<file path="config.mk">
export PLATFORM = sky130hd
export DESIGN_NAME = serial_subtractor_flat
export DESIGN_NICKNAME = d
export VERILOG_FILES = /design/src/rtl/serial_subtractor_pkg.sv /design/src/rtl/serial_subtractor_if.sv /design/src/rtl/serial_subtractor_full_subtractor.sv /design/src/rtl/serial_subtractor.sv /design/src/flat_wrapper.sv
export SDC_FILE = /design/constraint.sdc
export NUM_CORES = 1
export LEC_CHECK = 0
export ABC_AREA = 1
export BUFFER_PORTS_ARGS = -buffer_cell sky130_fd_sc_hd__buf_2
export CAP_MARGIN = 40
export CELL_PAD_IN_SITES_DETAIL_PLACEMENT = 2
export CELL_PAD_IN_SITES_GLOBAL_PLACEMENT = 2
export CORE_MARGIN = 1
export CORE_UTILIZATION = 32
export CTS_BUF_LIST = sky130_fd_sc_hd__clkbuf_16
export DETAILED_ROUTE_END_ITERATION = 12
export GPL_TIMING_DRIVEN = 0
export PLACE_DENSITY_LB_ADDON = 0.12
export REMOVE_ABC_BUFFERS = 1
export SLEW_MARGIN = 20
export SYNTH_ARGS = -nofsm -noshare
export SYNTH_HDL_FRONTEND = slang
export SYNTH_SLANG_ARGS = --single-unit
</file>
<file path="constraint.sdc">
create_clock -name clk -period 1.7 [get_ports clk]
set_clock_uncertainty 0.1 [all_clocks]
set_input_delay 0.34 -clock clk [delete_from_list [all_inputs] [get_ports clk]]
set_output_delay 0.34 -clock clk [all_outputs]
set_load 0.01 [all_outputs]
</file>
<file path="src/rtl/serial_subtractor_pkg.sv">
// Shared definitions for the bit-serial arithmetic units.
package serial_arith_pkg;

    typedef enum logic [1:0] {
        IDLE  = 2'd0,
        SHIFT = 2'd1,
        DONE  = 2'd2
    } state_t;

    localparam int unsigned DEFAULT_WIDTH = 8;

    function automatic int unsigned cnt_width(input int unsigned width);
        return $clog2(width);
    endfunction

endpackage

</file>
<file path="src/rtl/serial_subtractor_if.sv">
// Start/done handshake and operand/result bus of the serial subtractor.
interface serial_subtractor_if
    import serial_arith_pkg::*;
#(
    parameter int unsigned WIDTH = DEFAULT_WIDTH
);
    logic             start;
    logic [WIDTH-1:0] a;
    logic [WIDTH-1:0] b;
    logic             busy;
    logic             done;
    logic [WIDTH-1:0] diff;
    logic             borrow;
    logic             zero;

    modport master (output start, a, b, input busy, done, diff, borrow, zero);
    modport slave  (input start, a, b, output busy, done, diff, borrow, zero);
endinterface

</file>
<file path="src/rtl/serial_subtractor_full_subtractor.sv">
// Single-bit full subtractor cell: d = x - y - bin, with borrow-out.
module full_subtractor (
    input  logic x,
    input  logic y,
    input  logic bin,
    output logic d,
    output logic bout
);
    assign d    = x ^ y ^ bin;
    assign bout = (~x & y) | (~x & bin) | (y & bin);
endmodule

</file>
<file path="src/rtl/serial_subtractor.sv">
// Bit-serial unsigned subtractor: a - b computed LSB first, one bit per clock.
module serial_subtractor
    import serial_arith_pkg::*;
#(
    parameter int unsigned WIDTH = DEFAULT_WIDTH
) (
    input  logic                clk,
    input  logic                reset,
    serial_subtractor_if.slave  bus
);
    localparam int unsigned CNT_W = cnt_width(WIDTH);

    state_t           state_q, state_d;
    logic [WIDTH-1:0] op_a_q, op_b_q, res_q, res_next;
    logic [CNT_W-1:0] cnt_q;
    logic             borrow_ff;
    logic             load, shift, last;
    logic             d, bout;
    logic [WIDTH-1:0] diff_q;
    logic             borrow_q, zero_q, busy_q, done_q;

    full_subtractor u_fs (
        .x    (op_a_q[0]),
        .y    (op_b_q[0]),
        .bin  (borrow_ff),
        .d    (d),
        .bout (bout)
    );

    assign res_next = {d, res_q[WIDTH-1:1]};

    always_ff @(posedge clk) begin
        if (reset) state_q <= IDLE;
        else       state_q <= state_d;
    end

    always_comb begin
        state_d = state_q;
        load    = 1'b0;
        shift   = 1'b0;
        last    = 1'b0;
        unique case (state_q)
            IDLE: begin
                if (bus.start) begin
                    load    = 1'b1;
                    state_d = SHIFT;
                end
            end
            SHIFT: begin
                shift = 1'b1;
                if (cnt_q == CNT_W'(WIDTH - 1)) begin
                    last    = 1'b1;
                    state_d = DONE;
                end
            end
            DONE:    state_d = IDLE;
            default: state_d = IDLE;
        endcase
    end

    // Result registers are loaded from the final cell output on the last shift
    // edge, so they are already valid during the cycle done is high.
    always_ff @(posedge clk) begin
        if (reset) begin
            op_a_q    <= '0;
            op_b_q    <= '0;
            res_q     <= '0;
            cnt_q     <= '0;
            borrow_ff <= 1'b0;
            diff_q    <= '0;
            borrow_q  <= 1'b0;
            zero_q    <= 1'b0;
            busy_q    <= 1'b0;
            done_q    <= 1'b0;
        end else begin
            if (load) begin
                op_a_q    <= bus.a;
                op_b_q    <= bus.b;
                res_q     <= '0;
                cnt_q     <= '0;
                borrow_ff <= 1'b0;
            end
            if (shift) begin
                op_a_q    <= op_a_q >> 1;
                op_b_q    <= op_b_q >> 1;
                res_q     <= res_next;
                borrow_ff <= bout;
                cnt_q     <= cnt_q + 1'b1;
            end
            if (last) begin
                diff_q   <= res_next;
                borrow_q <= bout;
                zero_q   <= (res_next == '0);
            end
            busy_q <= (state_d == SHIFT);
            done_q <= (state_d == DONE);
        end
    end

    assign bus.busy   = busy_q;
    assign bus.done   = done_q;
    assign bus.diff   = diff_q;
    assign bus.borrow = borrow_q;
    assign bus.zero   = zero_q;

endmodule

</file>
<file path="src/flat_wrapper.sv">
// flat-port wrapper written by rule: the top's interface ports become plain ports
module serial_subtractor_flat import serial_arith_pkg::*;
#(
    parameter int unsigned WIDTH = DEFAULT_WIDTH
)
  (clk, reset, bus_start, bus_a, bus_b, bus_busy, bus_done, bus_diff, bus_borrow, bus_zero);
  serial_subtractor_if #(.WIDTH(WIDTH)) bus_i ();
  input  logic clk;
  input  logic reset;
  input wire logic [$bits(bus_i.start)-1:0] bus_start;
  input wire logic [$bits(bus_i.a)-1:0] bus_a;
  input wire logic [$bits(bus_i.b)-1:0] bus_b;
  output wire logic [$bits(bus_i.busy)-1:0] bus_busy;
  output wire logic [$bits(bus_i.done)-1:0] bus_done;
  output wire logic [$bits(bus_i.diff)-1:0] bus_diff;
  output wire logic [$bits(bus_i.borrow)-1:0] bus_borrow;
  output wire logic [$bits(bus_i.zero)-1:0] bus_zero;
  assign bus_i.start = bus_start;
  assign bus_i.a = bus_a;
  assign bus_i.b = bus_b;
  assign bus_busy = bus_i.busy;
  assign bus_done = bus_i.done;
  assign bus_diff = bus_i.diff;
  assign bus_borrow = bus_i.borrow;
  assign bus_zero = bus_i.zero;
  serial_subtractor #(.WIDTH(WIDTH)) u_core (.clk(clk), .reset(reset), .bus(bus_i));
endmodule
</file>
==> results of run 1 <==
==> critical path, stage by stage (launching register included) <==
cell,delay (ns)
dfxtp_1,0.37
ha_1,0.17
ha_1,0.22
nand3_4,0.17
inv_2,0.13
nand2_2,0.12
o21ai_0,0.17
==> final cells by class <==
class,count,share of cell area
tap,72,0.0402
inverter,31,0.0519
sequential,41,0.366
multi-input combinational,152,0.375
clock inverter,3,0.00558
clock buffer,5,0.0558
timing repair buffer,36,0.105
==> sequential cells by signal (all words and copies together), names as in the netlist, 2 cells and up <==
register / cells
u_core.bus.diff: 8
u_core.op_a_q: 8
u_core.op_b_q: 8
u_core.res_q: 7
u_core.cnt_q: 3
u_core.state_q: 2
==> logic make-up after synthesis <==
logic type / Yosys count / share of synthesized area
compound gates: 26 / 0.0896
fa+ha+maj: 3 / 0.0241
flops: 41 / 0.439
buf+inv: 46 / 0.119
simple gates: 123 / 0.329
==> power by group <==
group          switching (mW)  total, mW  internal (mW)  leakage, nW
Clock                   0.381      0.912          0.531       0.0687
Sequential             0.0198       1.03           1.01        0.335
Combinational           0.177      0.292          0.115        0.556
==> routing by layer <==
layer,part of all wire,vias to the layer above,GRT usage
li1,-,821,-
met1,0.45,792,0.186
met2,0.50,24,0.292
met3,0.028,7,0.0395
met4,0.014,0,0.0556
met5,0,-,0
==> worst min-delay path by stage <==
stage                                                  to  slack (ns)  cells after the start
after CTS                   u_core.op_b_q[3]$_SDFFE_PP0P_        0.18                      3
final                       u_core.op_b_q[3]$_SDFFE_PP0P_        0.18                      3
after detailed placement  u_core.bus.diff[0]$_SDFFE_PP0P_        0.37                      2
after floorplan             u_core.borrow_ff$_SDFFE_PP0P_        0.30                      1
after global placement       u_core.cnt_q[0]$_SDFFE_PP0P_        0.36                      1
after global routing        u_core.op_b_q[2]$_SDFFE_PP0P_        0.19                      3
==> cell usage in the layout (no fill, tap or decap) <==
cell type	instances
buf_4	3
buf_16	1
nand2_4	2
inv_2	3
nor2_4	1
nor3_1	14
nand3_2	9
inv_1	28
nor2_1	21
nand2_1	35
or2_2	1
o21ai_0	10
clkbuf_16	5
nand2_2	2
dfxtp_1	41
a21oi_1	6
nand3b_1	1
nand3_4	1
a21oi_2	10
clkinv_1	2
buf_12	1
buf_8	1
clkinv_2	1
buf_2	30
ha_1	2
nand3_1	36
fa_1	1
==> timing repair <==
item / 4_1_cts / 5_1_grt
setup endpoints to repair: 11 / 4
gates cloned: 0 / 0
gates resized for setup: 3 / 0
pin swaps: 0 / 1
buffers inserted: 0 / 4
hold buffers: 0 / 0
==> through the flow <==
stage	area, sq um	hold WS [ns]	cells	TNS [ns]
2_1_floorplan	1770	0.302	224	0
3_3_place_gp	2010	0.357	326	-1.73
3_5_place_dp	2030	0.366	327	-2.04
4_1_cts	2180	0.182	335	0
5_1_grt	2240	0.193	340	0
6_report	2240	0.178	340	0
==> metrics.yaml, run 1 <==
relSlewSlack: 0.668
drive_gt1_frac: 0.265
yosysMostFrequentCell: "dfxtp_1"
power.leakage_nw: 0.960
regToRegEndpoint: "u_core.bus.diff[1]$_SDFFE_PP0P_"
grt_pass1_vias: 1693
avgSynthCellArea_sq_um: 7.83
netlist_top_cells_area: "dfxtp_1 44%, nand3_1 9.9%, nand2_1 7.0%"
hold_start: "bus_b[3]"
syn-cell-area_sq_mm: 0.00187
ir_worst_vdd_mv: 0.372
yosys-top-cells-count: "41 x dfxtp_1, 37 x nand3_1, 35 x nand2_1, 29 x inv_1, 21 x nor2_1"
multi_input_area_sq_um: 841
hold_class: "input port to register"
io_buffers: 30
finalCoreUtilization: 0.402
clk_latency_ns: 0.28
grt_pass1_wl_microns: 7730
vias: 1644
pre_cts_ws_ns: -0.231
die_area_sq_mm: 0.00616
final-hold-violation-count: 0
critical_path.endpoint: "u_core.bus.diff[1]$_SDFFE_PP0P_"
area.growth.synth_to_final_pct: 19.7
timing.final.crit_share: 0.898
clk_pin_slew_ns: 0.06
place_congestion: 0.631
grt.overflow.total: 0
grt_max_degree: 40
grt_use_total: 0.162
rsz0062_at_grt: "false"
outcome: "completed"
antenna_found_initial: 0
clockBufferDepth: 2
seq_area_sq_um: 821
core_sq_mm: 0.00557
layout.nets: 289
synth_cell_types: 22
setup_violations: 0
synth-edff-count: 0
synth_flop_cell: "dfxtp_1"
path_class: "register to register"
synth_top_area_frac: 0.439
yosys.area.top_type: "dfxtp_1"
crit_start: "u_core.cnt_q[0]$_SDFFE_PP0P_"
row_count: 27
reg2regPathDepth: 6
num_antenna_cells: 0
power_density_mw_per_mm2: 996
drt-initial-drc-count: 61
start_util: 0.336
cts_max_level: 2
cp-end-kind: "register"
n_fill_cell: 668
cts_buffers: 5
path_max_fanout: 11
timing.final.crit_period_ns: 1.53
die_y_microns: 78.5
dp_hpwl_microns: 2990
drc: 0
synthCells: 239
ys_warn_count: 0
critPathRequiredTime_ns: 1.81
dr.pass1.iters: 2
rrSetupSlack_ns: 0.17
synthArstFlopShare: 0
cts-root-buf: "clkbuf_16"
viasPerCell: 4.84
worstReg2RegStart: "u_core.cnt_q[0]$_SDFFE_PP0P_"
worstPathArrival_ns: 1.63
ios: 31
fin_total_pwr_mw: 2.23
synth_seq_cells: 41
postRouteAntennaNets: 0
ys_seq_area_frac: 0.439
die_width_microns: 78.5
startpoint_type: "register"
cts_tree: "built"
wl_per_cell_microns: 13.5
worstMarginPinSlew_ns: 0.497
cap_violations: 0
cts_sinks: 41
fmax_ghz: 0.655
drv_slew: 0
setup_slack_ns: 0.174
wl_microns: 4590
No activity file was read; power rests on OpenSTA's default activity.
==> run 2, diff against run 1 <==
--- a/config.mk
+++ b/config.mk
@@ -11,7 +11,7 @@
 export CELL_PAD_IN_SITES_DETAIL_PLACEMENT = 2
 export CELL_PAD_IN_SITES_GLOBAL_PLACEMENT = 2
 export CORE_MARGIN = 1
-export CORE_UTILIZATION = 32
+export CORE_UTILIZATION = 34
 export CTS_BUF_LIST = sky130_fd_sc_hd__clkbuf_16
 export DETAILED_ROUTE_END_ITERATION = 12
 export GPL_TIMING_DRIVEN = 0
==> constraint.sdc (replaced) <==
create_clock -name clk -period 1.9 [get_ports clk]
set_clock_uncertainty 0.1 [all_clocks]
set_input_delay 0.38 -clock clk [delete_from_list [all_inputs] [get_ports clk]]
set_output_delay 0.38 -clock clk [all_outputs]
set_load 0.01 [all_outputs]
==> run 2 against run 1 <==
Critical endpoint is now u_core.bus.diff[7]$_SDFFE_PP0P_. Flip-flop and latch count unchanged. Hold slack gained 0.052 ns. Sequential share of layout area rose by 0.75 points. Count of clock-buffer cells in the layout unchanged.
==> metrics.yaml, run 2 (synthesized netlist as in run 1, its figures left out) <==
outcome: "completed"
layout.nets: 284  # -1.7%
ios: 31  # unchanged
timing.final.crit_share: 0.889  # -0.00847
cp-end-kind: "register"
die_y_microns: 76.2  # -2.9%
dr.pass1.iters: 4  # +2
mostFrequentLayoutCells: "41 x dfxtp_1, 36 x nand3_1, 35 x nand2_1"
clk_pin_slew_ns: 0.06  # about the same
power_density_mw_per_mm2: 955  # -4.1%
timing.final.crit_period_ns: 1.69  # +0.163 ns
finalSetupTns_ns: 0  # unchanged
setup_violations: 0  # unchanged
grt_use_total: 0.162  # -0.000843
cts_tree: "built"
hold_buffers: 0  # unchanged
setup_slack_ns: 0.211  # +0.0366 ns
clk_latency_ns: 0.28  # about the same
place_inst: 325  # -0.61%
fmax_ghz: 0.592  # -9.7%
n_fill_cell: 628  # -6.0%
vias: 1607  # -2.3%
mostFrequentLayoutCell: "dfxtp_1"
drive_gt1_frac: 0.252  # -0.0130
wl_per_cell_microns: 13.0  # -3.6%
cts_buffers: 5  # unchanged
path_max_fanout: 11  # unchanged
startpoint_type: "register"
place_area_sq_mm: 0.00203  # -0.12%
wl_microns: 4320  # -5.8%
pre_cts_ws_ns: -0.112  # +0.119 ns
ir_worst_vdd_mv: 0.340  # -8.7%
critPathRequiredTime_ns: 2.00  # +0.19 ns
worstPathArrival_ns: 1.79  # +0.16 ns
multi_input_area_sq_um: 833  # -0.89%
post_cts_buffers: 0  # unchanged
io_buffers: 30  # unchanged
place_congestion: 0.660  # +4.7%
cts_sinks: 41  # unchanged
cap_violations: 0  # unchanged
clockBufferDepth: 2  # unchanged
postRouteAntennaNets: 0  # unchanged
rsz0062_at_grt: "false"
hold_class: "input port to register"
fin_total_pwr_mw: 2.10  # -6.0%
viasPerCell: 4.84  # +0.10%
die_area_sq_mm: 0.00581  # -5.7%
drt-initial-drc-count: 67  # +9.8%
worstMarginPinSlew_ns: 0.801  # +0.304 ns
seq_area_sq_um: 821  # unchanged
num_antenna_cells: 0  # unchanged
antenna_found_initial: 0  # unchanged
final-hold-violation-count: 0  # unchanged
cts-root-buf: "clkbuf_16"
grt_pass1_wl_microns: 7500  # -3.0%
relSlewSlack: 0.465  # -0.203
area.growth.synth_to_final_pct: 17.3
design_area_sq_mm: 0.00220  # -2.0%
grt.overflow.total: 0  # unchanged
core_sq_mm: 0.00520  # -6.6%
die_width_microns: 76.2  # -2.9%
dp_hpwl_microns: 2740  # -8.3%
drv_slew: 0  # unchanged
stdcell_count: 332  # -2.4%
power.leakage_nw: 0.942  # -1.8%
start_util: 0.360  # +0.0238
path_class: "register to register"
drc: 0  # unchanged
cts_max_level: 2  # unchanged
row_count: 26  # -3.7%
grt_pass1_vias: 1624  # -4.1%
grt_max_degree: 40  # unchanged
## run 2: cell count changes in the layout (fill, tap and decap cells not counted)
cell	previous run	this run
nand3_2	9	10
inv_1	28	29
bufinv_16	0	1
buf_8	1	0
buf_4	3	0
inv_2	3	2
buf_12	1	0
nand3_4	1	0
clkinv_1	2	0
## run 2: stage by stage
stage               utilization  hold slack (ns)
detailed placement        0.390            0.367
floorplan                     -            0.337
CTS                       0.422            0.232
finish                    0.422            0.230
global route              0.422            0.244
global placement          0.385            0.352
## run 2: critical path: stages, from the launching register on
cell	delay (ns)
dfxtp_1	0.37
ha_1	0.17
ha_1	0.17
nand3_2	0.23
inv_1	0.21
nand2_2	0.14
o21ai_0	0.22
## run 2: path summary, 6_finish.rpt
kind,from,end,slack [ns],cells past startpoint
worst max-delay path,u_core.cnt_q[0]$_SDFFE_PP0P_,u_core.bus.diff[7]$_SDFFE_PP0P_,0.21,6
worst min register to register,u_core.bus.borrow$_SDFFE_PP0P_,u_core.bus.borrow$_SDFFE_PP0P_,0.38,2
worst min-delay path,bus_b[3],u_core.op_b_q[3]$_SDFFE_PP0P_,0.23,3
worst max register to register,u_core.cnt_q[0]$_SDFFE_PP0P_,u_core.bus.diff[7]$_SDFFE_PP0P_,0.21,6
## run 2: timing repair
| action | in CTS | in global routing |
|---|---|---|
| resized for setup | 1 | 0 |
| endpoints found under the hold margin | 0 | 0 |
| setup endpoints to repair | 2 | 0 |
## run 2: layer usage
metal  global-route usage  wire length [microns]
met2                0.281                   2110
met4               0.0692                     65
met1                0.197                   2020
met3               0.0263                    121
met5                    0                      0
## run 2: final cells by class
cell class                 instances  share of cell area
clock inverter                     2              0.0160
multi-input combinational        152               0.379
clock buffer                       5              0.0570
timing repair buffer              31              0.0809
tap                               70              0.0399
inverter                          31              0.0530
sequential                        41               0.374
## run 2: power by group
group	switching, mW	internal, mW
Clock	0.333	0.610
Sequential	0.0172	0.902
Combinational	0.149	0.0862
Total	0.499	1.60
==> run 3, diff against run 2 <==
--- a/config.mk
+++ b/config.mk
@@ -12,7 +12,6 @@
 export CELL_PAD_IN_SITES_GLOBAL_PLACEMENT = 2
 export CORE_MARGIN = 1
 export CORE_UTILIZATION = 34
-export CTS_BUF_LIST = sky130_fd_sc_hd__clkbuf_16
 export DETAILED_ROUTE_END_ITERATION = 12
 export GPL_TIMING_DRIVEN = 0
 export PLACE_DENSITY_LB_ADDON = 0.12
==> run 3 against run 2 <==
Die area did not move. Global-route usage fell by 0.49 points. Design area fell by 2.2%. Worst setup slack improved by 0.010 ns. Final cell count did not move. First-iteration DRC count fell by 54%. Utilization fell by 0.94 points. Sequential share of layout area rose by 0.85 points. Non-clock buffer count did not move.
==> metrics.yaml, run 3 (synthesized netlist as in run 1, its figures left out) <==
start_util: 0.360  # unchanged
worstPathArrival_ns: 1.79  # about the same
slowest_stage: "dfxtp_1"
setup_violations: 0  # unchanged
fmax_ghz: 0.596  # +0.62%
hold_class: "input port to register"
critical_path.endpoint: "u_core.bus.diff[1]$_SDFFE_PP0P_"
timing.final.crit_period_ns: 1.68  # -0.0103 ns
io_buffers: 30  # unchanged
drive_gt1_frac: 0.252  # unchanged
die_width_microns: 76.2  # unchanged
wl_microns: 4300  # -0.49%
drv_slew: 0  # unchanged
path_max_fanout: 11  # unchanged
clockBufferDepth: 2  # unchanged
core_sq_mm: 0.00520  # unchanged
worstMarginPinSlew_ns: 0.792  # -0.00912 ns
cpMostUsedCell: "ha_1"
die_y_microns: 76.2  # unchanged
clk_latency_ns: 0.29  # about the same
power.leakage_nw: 0.917  # -2.7%
cts_resized: 1  # unchanged
fin_total_pwr_mw: 1.83  # -13%
hold_buffers: 0  # unchanged
grt.overflow.total: 0  # unchanged
path_class: "register to register"
critical-path-max-stage-delay_ns: 0.38  # about the same
crit_start: "u_core.cnt_q[0]$_SDFFE_PP0P_"
grt_max_degree: 40  # unchanged
post_cts_buffers: 0  # unchanged
cts_tree: "built"
cts_sinks: 41  # unchanged
vias: 1609  # +0.12%
relSlewSlack: 0.472  # +0.00608
mostFrequentLayoutCells: "41 x dfxtp_1, 36 x nand3_1, 35 x nand2_1"
postRouteAntennaNets: 0  # unchanged
pre_cts_ws_ns: -0.112  # unchanged
timing.hold.ws_ns: 0.216  # -0.0140 ns
cts-root-buf: "clkbuf_8"
grt_pass1_wl_microns: 7310  # -2.6%
rsz0062_at_grt: "false"
mostFrequentLayoutCell: "dfxtp_1"
cap_violations: 0  # unchanged
num_antenna_cells: 0  # unchanged
die_area_sq_mm: 0.00581  # unchanged
cts_max_level: 2  # unchanged
cts_buffers: 5  # unchanged
row_count: 26  # unchanged
critPathRequiredTime_ns: 2.01  # about the same
drc: 0  # unchanged
wl_per_cell_microns: 12.9  # -0.49%
grt_pass1_vias: 1579  # -2.8%
rrSetupSlack_ns: 0.22  # about the same
layout.nets: 284  # unchanged
crit_chain: "ha_1 -> ha_1 -> nand3_4 -> inv_1 -> nand2_2 -> o21ai_0"
grt_use_total: 0.157  # -0.00494
ios: 31  # unchanged
place_area_sq_mm: 0.00203  # unchanged
dr.pass1.iters: 4  # unchanged
area.growth.synth_to_final_pct: 14.7
stdcell_count: 332  # unchanged
design_area_sq_mm: 0.00215  # -2.2%
outcome: "completed"
reg2regPathDepth: 6  # unchanged
setup_slack_ns: 0.221  # +0.0103 ns
place_congestion: 0.660  # unchanged
clk_pin_slew_ns: 0.08  # +0.02 ns
dp_hpwl_microns: 2740  # unchanged
place_inst: 325  # unchanged
antenna_found_initial: 0  # unchanged
n_fill_cell: 632  # +0.64%
final-hold-violation-count: 0  # unchanged
power_density_mw_per_mm2: 854  # -11%
worstReg2RegStart: "u_core.cnt_q[0]$_SDFFE_PP0P_"
cp-end-kind: "register"
startpoint_type: "register"
regToRegEndpoint: "u_core.bus.diff[1]$_SDFFE_PP0P_"
viasPerCell: 4.85  # +0.12%
ir_worst_vdd_mv: 0.273  # -20%
timing.final.crit_share: 0.884  # -0.00545
drt-initial-drc-count: 31  # -54%
run 3: cell types whose count changed in the layout (fill, tap and decap cells not counted):
cell and change:
clkbuf_8 +5, nand3_4 +1, nand3_2 -1, clkbuf_16 -5
run 3: worst max-delay path, delay by kind of cell (launching register included):
kind	cells	cell delay, ns
flops	1	0.38
compound gates	1	0.22
fa+ha+maj	2	0.41
simple gates	2	0.31
buf+inv	1	0.17
run 3: final cells by class:
cell class | instances | area (sq um) | share of cell area
Sequential cell | 41 | 821 | 0.382
Tap cell | 70 | 87.6 | 0.0408
Inverter | 31 | 116 | 0.0542
Multi-Input combinational cell | 152 | 841 | 0.392
Clock buffer | 5 | 68.8 | 0.0321
Clock inverter | 2 | 35.0 | 0.0163
Timing Repair Buffer | 31 | 178 | 0.0828
run 3: metal layers:
layer / GRT usage / wire length, microns / up-vias
met3: 0.0371 / 150 / 5
met5: 0 / 0 / -
li1: - / - / 810
met1: 0.194 / 2020 / 766
met4: 0.0519 / 41 / 0
met2: 0.266 / 2080 / 28
run 3: worst min-delay path by stage:
| stage | endpoint | cells after the start | from |
|---|---|---|---|
| after global routing | u_core.op_a_q[3]$_SDFFE_PP0P_ | 3 | bus_a[3] |
| after global placement | u_core.cnt_q[0]$_SDFFE_PP0P_ | 1 | u_core.cnt_q[0]$_SDFFE_PP0P_ |
| after floorplan | u_core.cnt_q[0]$_SDFFE_PP0P_ | 1 | u_core.cnt_q[0]$_SDFFE_PP0P_ |
| after detailed placement | u_core.cnt_q[0]$_SDFFE_PP0P_ | 1 | u_core.cnt_q[0]$_SDFFE_PP0P_ |
| after CTS | u_core.op_b_q[6]$_SDFFE_PP0P_ | 3 | bus_b[6] |
| final | u_core.op_b_q[2]$_SDFFE_PP0P_ | 3 | bus_b[2] |
run 3: where the power goes:
part / switching [mW] / internal [mW]
Clock: 0.299 / 0.382
Sequential: 0.0178 / 0.900
Combinational: 0.149 / 0.0864
run 3: per-stage QoR:
stage | util | setup TNS [ns]
after global placement | 0.385 | -0.307
after CTS | 0.411 | 0
after detailed placement | 0.390 | -0.449
final | 0.413 | 0
after global routing | 0.413 | 0
after floorplan | - | 0
